===== config.mk =====
export PLATFORM = sky130hd
export DESIGN_NAME = om_buffer_ctrl
export DESIGN_NICKNAME = d
export VERILOG_FILES = /design/src/rtl/om_pkg.sv /design/src/rtl/om_rr_arbiter.sv /design/src/rtl/om_buffer_ctrl.sv
export SDC_FILE = /design/constraint.sdc
export NUM_CORES = 1
export LEC_CHECK = 0
export ABC_AREA = 1
export BUFFER_PORTS_ARGS = -buffer_cell sky130_fd_sc_hd__buf_2
export CAP_MARGIN = 20
export CORE_UTILIZATION = 50
export CTS_BUF_LIST = sky130_fd_sc_hd__clkbuf_4
export DETAILED_ROUTE_END_ITERATION = 6
export GPL_ROUTABILITY_DRIVEN = 0
export PLACE_DENSITY_LB_ADDON = 0.3
export SLEW_MARGIN = 15
export SYNTH_ARGS = -nofsm -noshare
export SYNTH_HDL_FRONTEND = slang
export SYNTH_SLANG_ARGS = --single-unit

===== constraint.sdc =====
create_clock -name clk_i -period 3.4 [get_ports clk_i]
set_clock_uncertainty 0.15 [all_clocks]
set_input_delay 0.17 -clock clk_i [delete_from_list [all_inputs] [get_ports clk_i]]
set_output_delay 0.17 -clock clk_i [all_outputs]
set_load 0.005 [all_outputs]

===== src/rtl/om_pkg.sv =====
`default_nettype none
// +----------------------------------------------------------------------+
// | om_pkg: shared types for the overflow-monitor range buffer control.  |
// | Rev 1.0                                                              |
// +----------------------------------------------------------------------+
package om_pkg;

  localparam int OM_ADDR_W = 32;

  typedef struct packed {
    logic [OM_ADDR_W-1:0] first;
    logic [OM_ADDR_W-1:0] last;
  } om_range_t;

  typedef enum logic [1:0] {
    IDLE   = 2'd0,
    LOOKUP = 2'd1,
    RESP   = 2'd2,
    CLEAR  = 2'd3
  } om_ctrl_state_e;

  function automatic logic om_range_valid(input om_range_t r);
    return r.last >= r.first;
  endfunction

endpackage
`default_nettype wire


===== src/rtl/om_rr_arbiter.sv =====
`default_nettype none
// +----------------------------------------------------------------------+
// | om_rr_arbiter: round-robin one-hot grant, pointer moves past grantee.|
// | Rev 1.0                                                              |
// +----------------------------------------------------------------------+
module om_rr_arbiter #(
  parameter int NUM_REQ = 2
) (
  input  logic               clk_i,
  input  logic               rst_ni,
  input  logic               en_i,
  input  logic [NUM_REQ-1:0] req_i,
  output logic [NUM_REQ-1:0] gnt_o
);

  localparam int PTR_W = (NUM_REQ > 1) ? $clog2(NUM_REQ) : 1;

  logic [PTR_W-1:0] r_ptr;
  logic [PTR_W-1:0] w_ptr_nxt;
  logic [PTR_W:0]   w_idx;
  logic             w_found;

  // Scan from the pointer upwards, wrapping at NUM_REQ; first hit wins.
  always_comb begin
    gnt_o     = '0;
    w_ptr_nxt = r_ptr;
    w_found   = 1'b0;
    w_idx     = '0;
    for (int i = 0; i < NUM_REQ; i++) begin
      w_idx = {1'b0, r_ptr} + (PTR_W+1)'(i);
      if (w_idx >= (PTR_W+1)'(NUM_REQ)) begin
        w_idx = w_idx - (PTR_W+1)'(NUM_REQ);
      end
      if (en_i && !w_found && req_i[w_idx[PTR_W-1:0]]) begin
        w_found                    = 1'b1;
        gnt_o[w_idx[PTR_W-1:0]]    = 1'b1;
        w_ptr_nxt = (w_idx == (PTR_W+1)'(NUM_REQ-1)) ? '0 : w_idx[PTR_W-1:0] + PTR_W'(1);
      end
    end
  end

  always_ff @(posedge clk_i or negedge rst_ni) begin
    if (!rst_ni) begin
      r_ptr <= '0;
    end else if (w_found) begin
      r_ptr <= w_ptr_nxt;
    end
  end

endmodule
`default_nettype wire


===== src/rtl/om_buffer_ctrl.sv =====
`default_nettype none
// +----------------------------------------------------------------------+
// | om_buffer_ctrl: write arbitration, check sequencing, clear and stats |
// | for the overflow-monitor range buffer.                 Rev 1.0       |
// +----------------------------------------------------------------------+
module om_buffer_ctrl
  import om_pkg::*;
#(
  parameter int NUM_REQ = 2,
  parameter int SIZE    = 1024,
  parameter int CNT_W   = 16
) (
  input  logic                                 clk_i,
  input  logic                                 rst_ni,
  input  logic                                 clear_i,
  input  logic [NUM_REQ-1:0]                   wr_req_i,
  input  logic [NUM_REQ-1:0][OM_ADDR_W-1:0]    wr_first_i,
  input  logic [NUM_REQ-1:0][OM_ADDR_W-1:0]    wr_last_i,
  output logic [NUM_REQ-1:0]                   wr_gnt_o,
  input  logic                                 chk_valid_i,
  input  logic [OM_ADDR_W-1:0]                 chk_addr_i,
  output logic                                 chk_ready_o,
  output logic                                 rsp_valid_o,
  output logic                                 rsp_hit_o,
  input  logic                                 rsp_ready_i,
  output logic                                 buf_rst_us_o,
  output logic                                 buf_en_write_o,
  output logic [OM_ADDR_W-1:0]                 buf_addr_first_o,
  output logic [OM_ADDR_W-1:0]                 buf_addr_last_o,
  output logic [OM_ADDR_W-1:0]                 buf_find_addr_o,
  input  logic                                 buf_addr_in_range_i,
  output logic [$clog2(SIZE+1)-1:0]            count_o,
  output logic                                 wrapped_o,
  output logic [CNT_W-1:0]                     err_cnt_o
);

  localparam int COUNT_W = $clog2(SIZE+1);

  om_ctrl_state_e       r_state, w_state_nxt;
  logic                 r_clr_pend, w_pend_nxt;
  logic                 r_live;
  logic                 w_chk_ready;
  logic                 w_gnt_en;
  logic [NUM_REQ-1:0]   w_gnt;
  om_range_t            w_wr_range, r_wr_range;
  logic                 w_wr_any, w_wr_ok, w_wr_bad;
  logic                 r_en_write, r_buf_rst;
  logic [OM_ADDR_W-1:0] r_find;
  logic                 r_rsp_valid, r_rsp_hit;
  logic [COUNT_W-1:0]   r_count;
  logic                 r_wrapped;
  logic [CNT_W-1:0]     r_err;

  always_comb begin
    w_state_nxt = r_state;
    w_pend_nxt  = r_clr_pend;
    w_chk_ready = 1'b0;
    case (r_state)
      IDLE: begin
        if (clear_i || r_clr_pend) begin
          w_state_nxt = CLEAR;
        end else begin
          w_chk_ready = r_live;
          if (r_live && chk_valid_i) w_state_nxt = LOOKUP;
        end
      end
      LOOKUP: begin
        w_state_nxt = RESP;
        if (clear_i) w_pend_nxt = 1'b1;
      end
      RESP: begin
        if (rsp_ready_i) begin
          w_state_nxt = (r_clr_pend || clear_i) ? CLEAR : IDLE;
          w_pend_nxt  = 1'b0;
        end else if (clear_i) begin
          w_pend_nxt  = 1'b1;
        end
      end
      CLEAR: begin
        w_state_nxt = IDLE;
        w_pend_nxt  = 1'b0;
      end
      default: w_state_nxt = IDLE;
    endcase
  end

  // r_live keeps grants and ready low while in reset and for the release cycle.
  assign w_gnt_en = r_live && (r_state != CLEAR) && !r_clr_pend;

  om_rr_arbiter #(.NUM_REQ(NUM_REQ)) u_arb (
    .clk_i  (clk_i),
    .rst_ni (rst_ni),
    .en_i   (w_gnt_en),
    .req_i  (wr_req_i),
    .gnt_o  (w_gnt)
  );

  always_comb begin
    w_wr_range = '0;
    for (int i = 0; i < NUM_REQ; i++) begin
      if (w_gnt[i]) w_wr_range = '{first: wr_first_i[i], last: wr_last_i[i]};
    end
  end

  // A grant landing on the transition into CLEAR is dropped, never written.
  assign w_wr_any = |w_gnt;
  assign w_wr_ok  = w_wr_any && om_range_valid(w_wr_range) && (w_state_nxt != CLEAR);
  assign w_wr_bad = w_wr_any && !om_range_valid(w_wr_range);

  always_ff @(posedge clk_i or negedge rst_ni) begin
    if (!rst_ni) begin
      r_state     <= IDLE;
      r_clr_pend  <= 1'b0;
      r_live      <= 1'b0;
      r_buf_rst   <= 1'b0;
      r_en_write  <= 1'b0;
      r_wr_range  <= '0;
      r_find      <= '0;
      r_rsp_valid <= 1'b0;
      r_rsp_hit   <= 1'b0;
    end else begin
      r_state    <= w_state_nxt;
      r_clr_pend <= w_pend_nxt;
      r_live     <= 1'b1;
      r_buf_rst  <= (w_state_nxt == CLEAR);
      r_en_write <= w_wr_ok;
      if (w_wr_any) r_wr_range <= w_wr_range;
      if (w_chk_ready && chk_valid_i) r_find <= chk_addr_i;
      if (r_state == LOOKUP) begin
        r_rsp_valid <= 1'b1;
        r_rsp_hit   <= buf_addr_in_range_i;
      end else if (r_state == RESP && rsp_ready_i) begin
        r_rsp_valid <= 1'b0;
      end
    end
  end

  always_ff @(posedge clk_i or negedge rst_ni) begin
    if (!rst_ni) begin
      r_count   <= '0;
      r_wrapped <= 1'b0;
      r_err     <= '0;
    end else if (r_state == CLEAR) begin
      r_count   <= '0;
      r_wrapped <= 1'b0;
      r_err     <= '0;
    end else begin
      if (w_wr_ok) begin
        if (r_count < COUNT_W'(SIZE)) r_count <= r_count + COUNT_W'(1);
        else                          r_wrapped <= 1'b1;
      end
      if (w_wr_bad && (r_err != '1)) r_err <= r_err + CNT_W'(1);
    end
  end

  assign wr_gnt_o         = w_gnt;
  assign chk_ready_o      = w_chk_ready;
  assign rsp_valid_o      = r_rsp_valid;
  assign rsp_hit_o        = r_rsp_hit;
  assign buf_rst_us_o     = r_buf_rst;
  assign buf_en_write_o   = r_en_write;
  assign buf_addr_first_o = r_wr_range.first;
  assign buf_addr_last_o  = r_wr_range.last;
  assign buf_find_addr_o  = r_find;
  assign count_o          = r_count;
  assign wrapped_o        = r_wrapped;
  assign err_cnt_o        = r_err;

endmodule
`default_nettype wire

==> key figures <==
STA
  – Hold Fails Final Rpt: 0
  – Final setup violation count: 0
  – Fmax achieved: 303 MHz
  – Worst setup margin: approximately 100 ps
  – Min Tclk post-route: 3300 ps
  – Least-Margin Pin Slew: about 760 ps
  – Period utilisation layout: 96.9%
  – RSZ-0062 raised after global routing: yes
  – Max-slew violations: 0
  – Max_slew headroom: about half
  – Setup TNS Final: 0 ps

Clock tree
  – CTS tree: yes
  – Clock-pin slew on the worst setup and hold paths: 120 ps
  – Clk sinks: around 130
  – Clk root buf: clkbuf_4
  – Worst-Skew Late Latency: 520 ps
  – Num CTS Buffers: 17
  – H-tree Lvls: 4
  – Clk buf depth: 2

Detailed routing
  – Met1 Routed Length: 9430 µm
  – Drt initial violations: 451
  – Drt wl/cell: 16.8 µm
  – DR pass1 iterations: 6
  – Met3 routed WL: 2170 µm
  – Top routing layer in use: met4
  – Total Routed Length: 25700 µm
  – Vias/cell: about 5.2
  – DRT antenna net count: 0
  – Residual DRC count: 0
  – Vias: 8037
  – DR WL met2: 13200 µm

Setup path
  – Setup CP Type: register to register
  – Setup crit start kind: register
  – Crit. End Element: register
  – Worst Path Arrival: around 3600 ps
  – Critical Path Fanout Max: 7
  – WP data required: approximately 3700 ps

Place
  – Worst Setup Slack post-DPL: -63.8 ps
  – Port bufs: 298
  – DP Wirelength: 15400 µm
  – Placed Instances: between 1000 and 1500

Logic synthesis
  – Top cell type by total area after synthesis: dfrtp_1
  – Post-synthesis sequential area ratio: 46.2%
  – YS warnings: 0
  – Largest family of logic cells by synthesized area: simple AND/OR/NAND/NOR gates
  – Syn Inst Count: 847
  – Synth cell types: 37
  – Top area cells in the synthesized netlist: dfrtp_1 46%, nand2_1 13%, ha_1 5.9%, a22o_1 4.7%, inv_1 4.7%
  – Most common flop cell mapped by yosys: dfrtp_1
  – Xor and xnor area share after synthesis: ~2.3%
  – Syn Nets: 1049
  – Mapped Area: 7210 µm²
  – Synth top area share: 46.2%
  – Compound-Gate Fraction of Synth Area: 10.1%
  – Mux share of post-synthesis cell area: between 5 and 6%
  – EDFF count, synth: 0
  – Simple-Gate Fraction of Synth Area: 22.1%
  – Flops & latches, synth: 133
  – Ys async rst share: 100%
  – Adder-Cell Fraction of Synth Area: 5.90%
  – Avg Cell Area, Syn: 8.51 µm²

Pwr
  – Seq pwr share: approximately a third
  – Clock power frac: 16.4%
  – Psw: 2960 µW
  – Ratio of total power to cell area: 675 nW/µm²
  – Internal power: 4770 µW
  – Logic pwr share: 50.0%
  – Pleak: 0.00629 µW
  – Sw Share: between 30% and 40%
  – Max IR drop VDD: about 0.00044 V

Cells and area
  – Fin nets: 1540
  – Area grow syn2layout: 58.8%
  – Layout cells sized above 1: 33.6%
  – Most frequent cells in the layout: 297 x buf_2, 233 x nand2_1, 168 x dlygate4sd3_1
  – Most common cell after layout, fill and taps aside: buf_2
  – Non-Filler Instances: 1532

Global routing
  – Initial antenna violation count: 1
  – First-pass GRT wire length: 37400 µm
  – Largest net degree at the start of global routing: 80
  – Vias in the first global route: about 7700
  – Total gr overflow: 0
  – Total track usage: 32.9%

Die
  – Core area: approximately 14000 µm²
  – Die width: roughly 120 µm
  – Area of the die: around 15000 µm²
  – Die height: 122 µm
  – Row Count: 43
  – Starting Density: 51.5%
  – Top Ports: 299

Job
  – Max cap viols: 0

Min path
  – Worst Hold Class: input port to asynchronous set/reset pin

Outcome
  – Status: complete, no violations
-- path summary, 6_finish.rpt --
path	from	endpoint	slack, ps	depth (start not counted)
worst max-delay path	r_state[0]	err_cnt_o[15]	100	22
worst min-delay path	rst_ni	err_cnt_o[0]	90	2
worst max register to register	r_state[0]	err_cnt_o[15]	100	22
worst min register to register	buf_addr_last_o[31]	buf_addr_last_o[31]	340	1
max in group asynchronous	rst_ni	buf_addr_last_o[4]	2250	3
min in group clk_i	chk_addr_i[12]	buf_find_addr_o[12]	240	3
-- critical path, stage by stage (launching register included) --
cell,delay (ps)
dfrtp_2,460
nand2_4,90
inv_4,40
nor3_4,230
nand2_2,110
nor2_4,140
buf_12,150
clkbuf_16,150
a22o_1,130
inv_1,60
ha_1,290
nand2_1,110
a21oi_1,60
nor2_1,150
nand2_1,90
nor2_1,110
nand2_2,90
nand2_4,100
nand3_4,110
nand2_8,130
buf_4,140
nand2_1,50
o21ai_1,60
-- cells in the mapped netlist, types with 3 or more instances --
| library cell | number |
|---|---|
| nand2_1 | 257 |
| dfrtp_1 | 133 |
| inv_1 | 90 |
| nor2_1 | 88 |
| a22o_1 | 39 |
| ha_1 | 34 |
| nand3_1 | 26 |
| o21ai_1 | 25 |
| mux2_2 | 20 |
| xor2_1 | 17 |
| a21oi_1 | 14 |
| a21o_1 | 13 |
| buf_2 | 12 |
| mux2_4 | 10 |
| clkbuf_1 | 8 |
| o21ai_0 | 8 |
| buf_4 | 7 |
| nor3_1 | 6 |
| buf_6 | 5 |
| inv_2 | 5 |
| nand4_1 | 5 |
| mux2_1 | 3 |
| nor2_2 | 3 |
-- flip-flops by register name, indices dropped and copies added (netlist names), 2 cells and up --
register / count
buf_addr_first_o: 32
buf_addr_last_o: 32
buf_find_addr_o: 32
count_o: 11
err_cnt_o: 16
r_state: 2
-- metal layers --
metal / vias to the layer above / track usage (%)
met5: - / 0
met2: 427 / 59.6
met3: 88 / 8.01
met4: 0 / 15.7
met1: 3808 / 35.9
li1: 3714 / -
-- cells by family (layout without fill, tap and decap cells) --
logic type / count (synthesis) / count (layout)
xor gates and xnor gates: 19 / 19
AOI/OAI and AO/OA: 106 / 106
adders and majority gates: 34 / 34
buffers and inverters: 127 / 630
other: 1 / 2
DFF: 133 / 133
muxes: 33 / 33
and+or+nand+nor: 394 / 395
-- timing repair --
action,in CTS,in global routing
endpoints found under the hold margin,181,0
cloned,0,6
hold buffers,168,0
gates resized for setup,3,72
pin swaps,0,36
setup endpoints to repair,9,27
setup buffers,0,14
-- cell type report --
| type | count | area, µm² |
|---|---|---|
| Tap cell | 180 | 225 |
| Timing Repair Buffer | 503 | 3620 |
| Sequential cell | 133 | 3330 |
| Antenna cell | 1 | 2.50 |
| Fill cell | 827 | 2540 |
| Multi-Input combinational cell | 588 | 3550 |
| Inverter | 95 | 374 |
| Clock buffer | 18 | 135 |
| Clock inverter | 14 | 208 |
-- power groups by stage --
stage / clock network, µW / registers (µW) / logic, µW
2_1_floorplan: 0 / 2610 / 1610
3_3_place_gp: 0 / 2570 / 2830
3_5_place_dp: 0 / 2580 / 2880
4_1_cts: 1280 / 2560 / 3350
5_1_grt: 1350 / 2660 / 4230
6_report: 1270 / 2600 / 3860
-- stage by stage --
step                util, %  total power [µW]  area, µm²  hold WS [ps]
detailed placement     63.9              5470       8930           114
global placement       63.9              5400       8930           112
finish                 81.8              7730      11400          94.0
global route           81.8              8240      11400           118
CTS                    78.4              7190      11000          84.3
floorplan                 -              4220       7210          -276
Power figures use the tool's default switching activity.
